$ cat config.mk
export PLATFORM = sky130hd
export DESIGN_NAME = gcd_scheduler
export DESIGN_NICKNAME = d
export VERILOG_FILES = /design/src/rtl/gcd_pkg.sv /design/src/rtl/gcd_rr_arbiter.sv /design/src/rtl/gcd_scheduler.sv
export SDC_FILE = /design/constraint.sdc
export NUM_CORES = 1
export LEC_CHECK = 0
export ABC_AREA = 1
export CAP_MARGIN = 25
export CORE_MARGIN = 2
export CORE_UTILIZATION = 38
export DETAILED_ROUTE_END_ITERATION = 10
export GPL_TIMING_DRIVEN = 0
export HOLD_SLACK_MARGIN = 0.1
export PLACE_DENSITY = 0.89
export SYNTH_ARGS = -nofsm -noshare
export SYNTH_HDL_FRONTEND = slang
export SYNTH_SLANG_ARGS = --single-unit
$ cat constraint.sdc
create_clock -name clock -period 2.3 [get_ports clock]
set_input_delay 0.69 -clock clock [delete_from_list [all_inputs] [get_ports clock]]
set_output_delay 0.69 -clock clock [all_outputs]
set_load 0.05 [all_outputs]
$ cat src/rtl/gcd_pkg.sv
// Shared types and defaults for the round-robin gcd scheduler.
package gcd_pkg;

    typedef enum logic [1:0] {
        IDLE,
        LOAD,
        WAIT,
        RESP
    } state_t;

    localparam int unsigned DEF_N_REQ   = 4;
    localparam int unsigned DEF_WIDTH   = 16;
    localparam int unsigned DEF_TIMEOUT = 1023;

    // Requester-index width; a single requester bit is kept even for N_REQ<=2.
    function automatic int unsigned id_width(input int unsigned n);
        return (n > 2) ? $clog2(n) : 1;
    endfunction

endpackage

$ cat src/rtl/gcd_rr_arbiter.sv
// Combinational round-robin arbiter: first requester at or after rr_ptr, with wrap.
module gcd_rr_arbiter
    import gcd_pkg::*;
#(
    parameter int unsigned N_REQ = DEF_N_REQ
) (
    input  logic [N_REQ-1:0]           req,
    input  logic [id_width(N_REQ)-1:0] rr_ptr,
    input  logic                       enable,
    output logic [N_REQ-1:0]           grant,
    output logic [id_width(N_REQ)-1:0] idx
);

    localparam int unsigned IDW = id_width(N_REQ);

    always_comb begin
        logic [IDW-1:0] j;
        logic           found;
        grant = '0;
        idx   = '0;
        found = 1'b0;
        j     = '0;
        for (int unsigned i = 0; i < N_REQ; i++) begin
            j = IDW'((32'(rr_ptr) + i) % N_REQ);
            if (enable && !found && req[j]) begin
                found    = 1'b1;
                grant[j] = 1'b1;
                idx      = j;
            end
        end
    end

endmodule

$ cat src/rtl/gcd_scheduler.sv
// Shares one subtractive-Euclid gcd datapath between N_REQ requesters,
// with an a==0 bypass and a bounded wait that aborts with an error flag.
module gcd_scheduler
    import gcd_pkg::*;
#(
    parameter int unsigned N_REQ   = DEF_N_REQ,
    parameter int unsigned WIDTH   = DEF_WIDTH,
    parameter int unsigned TIMEOUT = DEF_TIMEOUT
) (
    input  logic                       clock,
    input  logic                       reset,
    input  logic [N_REQ-1:0]           io_req_valid,
    output logic [N_REQ-1:0]           io_req_ready,
    input  logic [N_REQ*WIDTH-1:0]     io_req_value1,
    input  logic [N_REQ*WIDTH-1:0]     io_req_value2,
    output logic                       io_resp_valid,
    input  logic                       io_resp_ready,
    output logic [id_width(N_REQ)-1:0] io_resp_id,
    output logic [WIDTH-1:0]           io_resp_gcd,
    output logic                       io_resp_err,
    output logic [WIDTH-1:0]           io_gcd_value1,
    output logic [WIDTH-1:0]           io_gcd_value2,
    output logic                       io_gcd_loadingValues,
    input  logic [WIDTH-1:0]           io_gcd_outputGCD,
    input  logic                       io_gcd_outputValid
);

    localparam int unsigned IDW = id_width(N_REQ);
    localparam int unsigned CW  = $clog2(TIMEOUT + 1);

    state_t           state, state_next;
    logic [IDW-1:0]   rr_ptr, id_q, grant_idx;
    logic [WIDTH-1:0] a_q, b_q, gcd_q, req_a, req_b;
    logic             err_q, grant_any, timeout_hit;
    logic [CW-1:0]    cnt;
    logic [N_REQ-1:0] grant;

    gcd_rr_arbiter #(.N_REQ(N_REQ)) u_arb (
        .req    (io_req_valid),
        .rr_ptr (rr_ptr),
        .enable ((state == IDLE) && !reset),
        .grant  (grant),
        .idx    (grant_idx)
    );

    assign grant_any   = |grant;
    assign req_a       = io_req_value1[32'(grant_idx)*WIDTH +: WIDTH];
    assign req_b       = io_req_value2[32'(grant_idx)*WIDTH +: WIDTH];
    assign timeout_hit = (cnt == CW'(TIMEOUT - 1));

    assign io_req_ready  = grant;
    assign io_resp_id    = id_q;
    assign io_resp_gcd   = gcd_q;
    assign io_resp_err   = err_q;
    assign io_gcd_value1 = a_q;
    assign io_gcd_value2 = b_q;

    always_ff @(posedge clock) begin
        if (reset) state <= IDLE;
        else       state <= state_next;
    end

    // outputValid is ignored in LOAD: the datapath still shows the previous job's valid there.
    always_comb begin
        state_next           = state;
        io_gcd_loadingValues = 1'b0;
        io_resp_valid        = 1'b0;
        case (state)
            IDLE: if (grant_any) state_next = (req_a == '0) ? RESP : LOAD;
            LOAD: begin
                io_gcd_loadingValues = 1'b1;
                state_next           = WAIT;
            end
            WAIT: if (io_gcd_outputValid || timeout_hit) state_next = RESP;
            RESP: begin
                io_resp_valid = 1'b1;
                if (io_resp_ready) state_next = IDLE;
            end
            default: state_next = IDLE;
        endcase
    end

    always_ff @(posedge clock) begin
        if (reset) begin
            rr_ptr <= '0;
            id_q   <= '0;
            a_q    <= '0;
            b_q    <= '0;
            gcd_q  <= '0;
            err_q  <= 1'b0;
            cnt    <= '0;
        end else begin
            case (state)
                IDLE: if (grant_any) begin
                    a_q    <= req_a;
                    b_q    <= req_b;
                    id_q   <= grant_idx;
                    rr_ptr <= (grant_idx == IDW'(N_REQ - 1)) ? '0 : grant_idx + 1'b1;
                    // Preloaded as the bypass result; overwritten by the datapath otherwise.
                    gcd_q  <= req_b;
                    err_q  <= 1'b0;
                    cnt    <= '0;
                end
                LOAD: cnt <= '0;
                WAIT: begin
                    if (io_gcd_outputValid) begin
                        gcd_q <= io_gcd_outputGCD;
                        err_q <= 1'b0;
                    end else if (timeout_hit) begin
                        gcd_q <= '0;
                        err_q <= 1'b1;
                    end else begin
                        cnt <= cnt + 1'b1;
                    end
                end
                default: ;
            endcase
        end
    end

endmodule

# [Word level (Yosys, flattened, before mapping)]
# Cells that the tools add are included.
[totals] inputBits=152 regBits=65 elab_cells=110
[op_classes] addsub=5 shifts=2 reduce_logical=26 n_eq_ne=11 bitwise=3 muxes=47 order_cmp=8
[op_table] cell="$shiftx A64 B7 Y16" count=2
[op_table] cell="$mux W16" count=3
[op_table] cell="$pmux W16 S2" count=1
[op_table] cell="$mux W10" count=3
[op_table] cell="$pmux W10 S3" count=1
[op_table] cell="$mux W2" count=9
[op_table] cell="$logic_not A16 Y1" count=1
[op_table] cell="$mux W1" count=16
[op_table] cell="$mux W4" count=4
[op_table] cell="$logic_and A1 B1 Y1" count=12
[op_table] cell="$lt A2 B3 Y1 const B" count=4
[op_table] cell="$or A4 B4 Y4" count=3
[op_table] cell="$add A10 B1 Y10 const B" count=1
[op_table] cell="$eq A10 B10 Y1 const B" count=1
[op_table] cell="$ne A2 B2 Y1 const B" count=5
[op_table] cell="$bmux W1 S2" count=4
[op_table] cell="$demux W1 S2" count=4
[op_table] cell="$ge A2 B1 Y1 const B" count=4
[op_table] cell="$pmux W2 S4" count=1
[op_table] cell="$eq A2 B2 Y1 const B" count=3
[op_table] cell="$reduce_and A3 Y1" count=2
[op_table] cell="$add A2 B1 Y2 const B" count=2
[op_table] cell="$add A2 B2 Y2 const B" count=2
[op_table] cell="$logic_not A1 Y1" count=4
[op_table] cell="10 further kinds" count=10

# [Longest topological paths before layout]
[depth] word_depth=21 mapped_depth=21

# [Modules after synthesis]
# Synthesis repeated with hierarchy kept, for this count alone.
[unflattened] cells_unflattened=691 hier_area_um2=4356.7
[modules_own_cells] module="gcd_scheduler" seq_area_each_um2=1301.2 instances=1 area_per_inst_um2=3851.2 cells_per_inst=609
[modules_own_cells] module="gcd_rr_arbiter" seq_area_each_um2=0.0 instances=1 area_per_inst_um2=505.5 cells_per_inst=82

# [Worst setup path before layout]
# OpenSTA, ideal clock, no wires.
[synth_timing] kind="flip-flop to flip-flop" startpoint="register rr_ptr[0]" endpoint="register cnt[1]" path_slack_ns=-0.763 t_arrival_ns=2.935 stages_incl_launch_ff=19 synth_period_minus_slack_ns=3.063 n_path_buf=1 setup_time_ns=0.128 cell_sequence="dfxtp_1 inv_2 ha_1 inv_1 nand3_1 nand2_1 nand3_4 nor2_2 nand2_1 nand4_1 nor2_1 nand2_2 inv_2 nand2_4 nand2_4 inv_2 buf_6 o21ai_0 nor2_1"
[synth_via] elab_chain_len=19
[synth_rtl] item="start: declaration" line="gcd_scheduler.sv:32" text="logic [IDW-1:0] rr_ptr, id_q, grant_idx;"
[synth_rtl] item="start signal: assignment" line="gcd_scheduler.sv:98" text="rr_ptr <= (grant_idx == IDW'(N_REQ - 1)) ? '0 : grant_idx + 1'b1;"
[synth_rtl] item="parallel branches: the longest is 15 deep, another holds $lt A2 B3 Y1"
[synth_rtl] item="$mux W4 (*)" line="gcd_rr_arbiter.sv:25" text="if (enable && !found && req[j]) begin"
[synth_rtl] item="named net io_req_ready[3]" line="gcd_scheduler.sv:13" text="output logic [N_REQ-1:0] io_req_ready,"
[synth_rtl] item="$reduce_or A4 Y1 (*)" line="gcd_scheduler.sv:46" text="assign grant_any = |grant;"
[synth_rtl] item="$ne A2 B2 Y1 (no source line) (*)"
[synth_rtl] item="$reduce_and A4 Y1 (no source line) (*)"
[synth_rtl] item="end signal: assignment" line="gcd_scheduler.sv:113" text="cnt <= cnt + 1'b1;"
[synth_rtl] item="end: declaration" line="gcd_scheduler.sv:35" text="logic [CW-1:0] cnt;"
# Mark *: on every way through the listed nets, which the timed path passes. The select of a mux whose other input is x is not followed.
# A chain may end at the register's enable or synchronous reset.

# [Worst setup path after layout]
[layout_timing] startpoint="register rr_ptr[0]" endpoint="register state[1]"
[layout_via] elab_chain_len=21
[layout_rtl] item="$bmux W1 S2" line="gcd_rr_arbiter.sv:25"
[layout_rtl] item="$mux W1 (implied by the code)" line="gcd_rr_arbiter.sv:25"
[layout_rtl] item="$logic_and A1 B1 Y1" line="gcd_rr_arbiter.sv:25"
[layout_rtl] item="$mux W1" line="gcd_rr_arbiter.sv:25"
[layout_rtl] item="$logic_not A1 Y1" line="gcd_rr_arbiter.sv:25"
[layout_rtl] item="$logic_and A1 B1 Y1 (2 in a row)" line="gcd_rr_arbiter.sv:25"
[layout_rtl] item="$mux W1" line="gcd_rr_arbiter.sv:25"
[layout_rtl] item="$logic_not A1 Y1" line="gcd_rr_arbiter.sv:25"
[layout_rtl] item="$logic_and A1 B1 Y1 (2 in a row)" line="gcd_rr_arbiter.sv:25"
[layout_rtl] item="$mux W1" line="gcd_rr_arbiter.sv:25"
[layout_rtl] item="$logic_not A1 Y1" line="gcd_rr_arbiter.sv:25"
[layout_rtl] item="$logic_and A1 B1 Y1 (2 in a row)" line="gcd_rr_arbiter.sv:25"
[layout_rtl] item="$mux W2" line="gcd_rr_arbiter.sv:25"
[layout_rtl] item="$shiftx A64 B7 Y16" line="gcd_scheduler.sv:47" text="assign req_a = io_req_value1[32'(grant_idx)*WIDTH +: WIDTH];"
[layout_rtl] item="$logic_not A16 Y1" line="gcd_scheduler.sv:69" text="IDLE: if (grant_any) state_next = (req_a == '0) ? RESP : LOAD;"
[layout_rtl] item="$mux W2 (2 in a row)" line="gcd_scheduler.sv:69"
[layout_rtl] item="$pmux W2 S4" line="gcd_scheduler.sv:68" text="case (state)"
[layout_rtl] item="end signal: assignment" line="gcd_scheduler.sv:60" text="else state <= state_next;"
[layout_rtl] item="end: declaration" line="gcd_scheduler.sv:31" text="state_t state, state_next;"
# Several ways; a longest one is shown, not always the timed one. The select of a mux whose other input is x is not followed.

==> flow_metrics.tcl <==
set metrics [dict create \
    outcome "finished with violations" \
    violations "setup timing" \
    ys_seq_area_share_pct 28.9 \
    yosysWarnings 0 \
    worstSkewPairLatency_ns 0.33 \
    synthFlopType "dfxtp_1" \
    tightest_slew_ns 0.739 \
    root_buffer "clkbuf_16" \
    io_pins 209 \
    synth.ff_latch_count 65 \
    start_util_pct 39.2 \
    syn_nets 877 \
    start_kind "flip-flop" \
    finalMaxSlewViolations 0 \
    dr_total_vias 6064 \
    fp.coreArea_sq_um 11500 \
    internal_power_mw 6.68 \
    rr_startpoint "rr_ptr[0]" \
    grt_max_degree 13 \
    yosys.area.top_type "dfxtp_1" \
    arrival_ns 2.93 \
    grt_first_pass_wirelength_mm 28.3 \
    drt_wl_total_mm 19.9 \
    ctsHoldBuffers 0 \
    reg2reg_slack_ns -0.38 \
    syn_avg_cell_area_sq_um 6.33 \
    critPathKind "flip-flop to flip-flop" \
    detail-route-antenna-nets 0 \
    dp_hpwl_mm 12.8 \
    endpoint "state[1]" \
    timing.rr.end "state[1]" \
    n_antenna_cell 0 \
    antenna_found_initial 0 \
    cts_buffers 9 \
    hold_slack_ns 0.480 \
    hp-class "flip-flop to flip-flop" \
    cts_tree "built" \
    reg2regPathDepth 17 \
    p_per_area_nw_per_um2 1570 \
    die_w_um 113 \
    switching_share_pct 49.4 \
    overflow 0 \
    final-hold-violation-count 0 \
    crit_start "rr_ptr[0]" \
    synth_area_sq_um 4500 \
    fin_ws_ns -0.379 \
    cp-end-kind "flip-flop" \
    clk_pin_slew_ns 0.06 \
    drtIter0Drc 513 \
    slew_headroom_pct 50.8 \
    fin_crit_sh_pct 116 \
    fmaxAchievable_mhz 373 \
    switching_power_mw 6.52 \
    max_cap_viol_count 0 \
    final_nets 1144 \
    place_ws_ns -1.32 \
    power.ir.vdd_worst_v 0.000956 \
    post-route-drc-count 0 \
    gp_congestion 0.902 \
    period_minus_slack_ns 2.68 \
    drt-pass1-iter-count 5 \
    drive_above_1_share_pct 24.7 \
    synth_cell_types 36 \
    clkPwrFrac_pct 10.9 \
    synthTopCellsByArea "dfxtp_1 (29%), nand2_1 (16%), a21oi_1 (7.6%)" \
    fp.dieH_um 113 \
    post_drt_via_cell_ratio 5.39 \
    fp.dieArea_sq_um 12700 \
    ys_async_sr_fraction_pct 0 \
    cp.required_ns 2.56 \
    port_buffers 208 \
    leakage_nw 3.62 \
    first_global_vias 5780 \
    syn_inst 711 \
    grt_use_total_pct 27.6 \
    setup_viol 68 \
    wl_per_cell_um 17.6 \
    comb_power_share_pct 76.3 \
    synth_edf_count 0 \
    cts.sinks 65 \
    final_util_pct 73.5 \
    rsz0062_at_grt "true" \
    area_delta_synth_final_pct 87.4 \
    ctsHtreeMaxLevel 3 \
    rows 39 \
    power_frac_seq_pct 12.8 \
    fin_skew_ns 0.0132 \
    synthDominantCellAreaShare_pct 28.9 \
    synth_common_cells "nand2_1 (189), a21oi_1 (68), inv_1 (68)" \
    crit_fanout 10 \
    synth_most_common_cell "nand2_1" \
    clk_path_buf_depth 2 \
]
[cell usage in the layout (no fill, tap or decap), types with 5 or more instances in the layout]
| cell | instances |
|---|---|
| o22ai_2 | 5 |
| a21oi_1 | 24 |
| buf_6 | 24 |
| buf_4 | 34 |
| inv_8 | 5 |
| nand2_1 | 161 |
| inv_1 | 62 |
| clkbuf_16 | 14 |
| nand3b_1 | 15 |
| o21ai_2 | 10 |
| dfxtp_1 | 61 |
| clkbuf_1 | 9 |
| xor2_1 | 6 |
| o21ai_0 | 22 |
| nand4_1 | 7 |
| nand3_4 | 8 |
| nor2_1 | 54 |
| nand2_2 | 23 |
| nand3_1 | 37 |
| a31oi_1 | 11 |
| ha_1 | 12 |
| nand2_4 | 12 |
| clkdlybuf4s50_1 | 197 |
| nor2_4 | 5 |
| a21oi_2 | 42 |
| o22ai_1 | 11 |
| buf_8 | 11 |
| inv_2 | 6 |
| o21ai_1 | 39 |
[worst max-delay path: stages (launching register included)]
cell	delay (ns)
dfxtp_4	0.38
inv_8	0.04
ha_4	0.31
nand3_4	0.11
nand2_4	0.10
nand3_4	0.13
buf_4	0.17
a21o_1	0.17
nand2_2	0.09
nand2_4	0.09
inv_2	0.14
buf_6	0.18
nand3_1	0.09
nand2_1	0.11
nand3_1	0.10
nor2_1	0.16
nand2_1	0.11
a21oi_1	0.14
[flip-flops by register name, summed over array words and instances (netlist names)]
| name | count |
|---|---|
| io_gcd_value1 | 16 |
| io_gcd_value2 | 16 |
| io_resp_gcd | 16 |
| cnt | 10 |
| io_resp_id | 2 |
| rr_ptr | 2 |
| state | 2 |
| io_resp_err | 1 |
[cell families after synthesis]
kind of cell | share of synthesized area, %
AND/OR/NAND/NOR | 34.0
AO/OA/AOI/OAI | 20.2
buffers and inverters | 11.6
flip-flops | 28.9
adder cells (fa/ha/maj) | 3.89
XOR/XNOR | 1.36
[layout make-up]
type | instances | area, sq um
clock inverters | 5 | 61.3
plain buffers | 40 | 447
flip-flops and latches | 65 | 1310
clock buffers | 11 | 253
fillers | 805 | 3030
well taps | 143 | 179
multi-input cells | 530 | 3250
inverters | 76 | 328
repair buffers | 256 | 2610
[repair_timing]
action,CTS,global route
gates resized for setup,169,117
cloned,4,5
endpoints found under the setup margin,71,70
buffers inserted,28,12
pin swaps,34,47
[power by group through the flow]
stage / clock, mW / combinational (mW) / sequential, mW
global placement: 0 / 6.50 / 1.68
finish: 1.43 / 10.1 / 1.69
global route: 1.49 / 10.7 / 1.72
detailed placement: 0 / 6.60 / 1.69
CTS: 1.44 / 8.41 / 1.67
floorplan: 0 / 3.71 / 2.59
[how the worst min path moves through the flow]
stage                        from             to  slack, ns  cells past startpoint
global placement    io_resp_id[1]  io_resp_id[1]       0.45                      2
finish                io_resp_err    io_resp_err       0.48                      2
detailed placement    io_resp_err    io_resp_err       0.46                      2
CTS                   io_resp_err    io_resp_err       0.47                      2
floorplan                  cnt[9]         cnt[9]       0.47                      2
global route          io_resp_err    io_resp_err       0.51                      2
[per-stage QoR]
stage | cell area (sq um) | TNS, ns | total power [mW] | instances
floorplan | 4590 | -21.15 | 6.30 | 711
global placement | 6850 | -58.28 | 8.18 | 1062
detailed placement | 6850 | -59.49 | 8.29 | 1062
CTS | 7910 | -7.77 | 11.5 | 1110
global route | 8430 | -17.37 | 13.9 | 1126
finish | 8430 | -9.79 | 13.2 | 1126
[per-layer routing]
metal	part of all wire, %	up-vias	GRT usage, %
met5	0	-	0
met3	6.3	61	5.09
met1	38	2840	31.9
met2	52	294	49.6
met4	4.0	0	12.0
li1	-	2869	-
No activity file was read; power rests on OpenSTA's default activity.
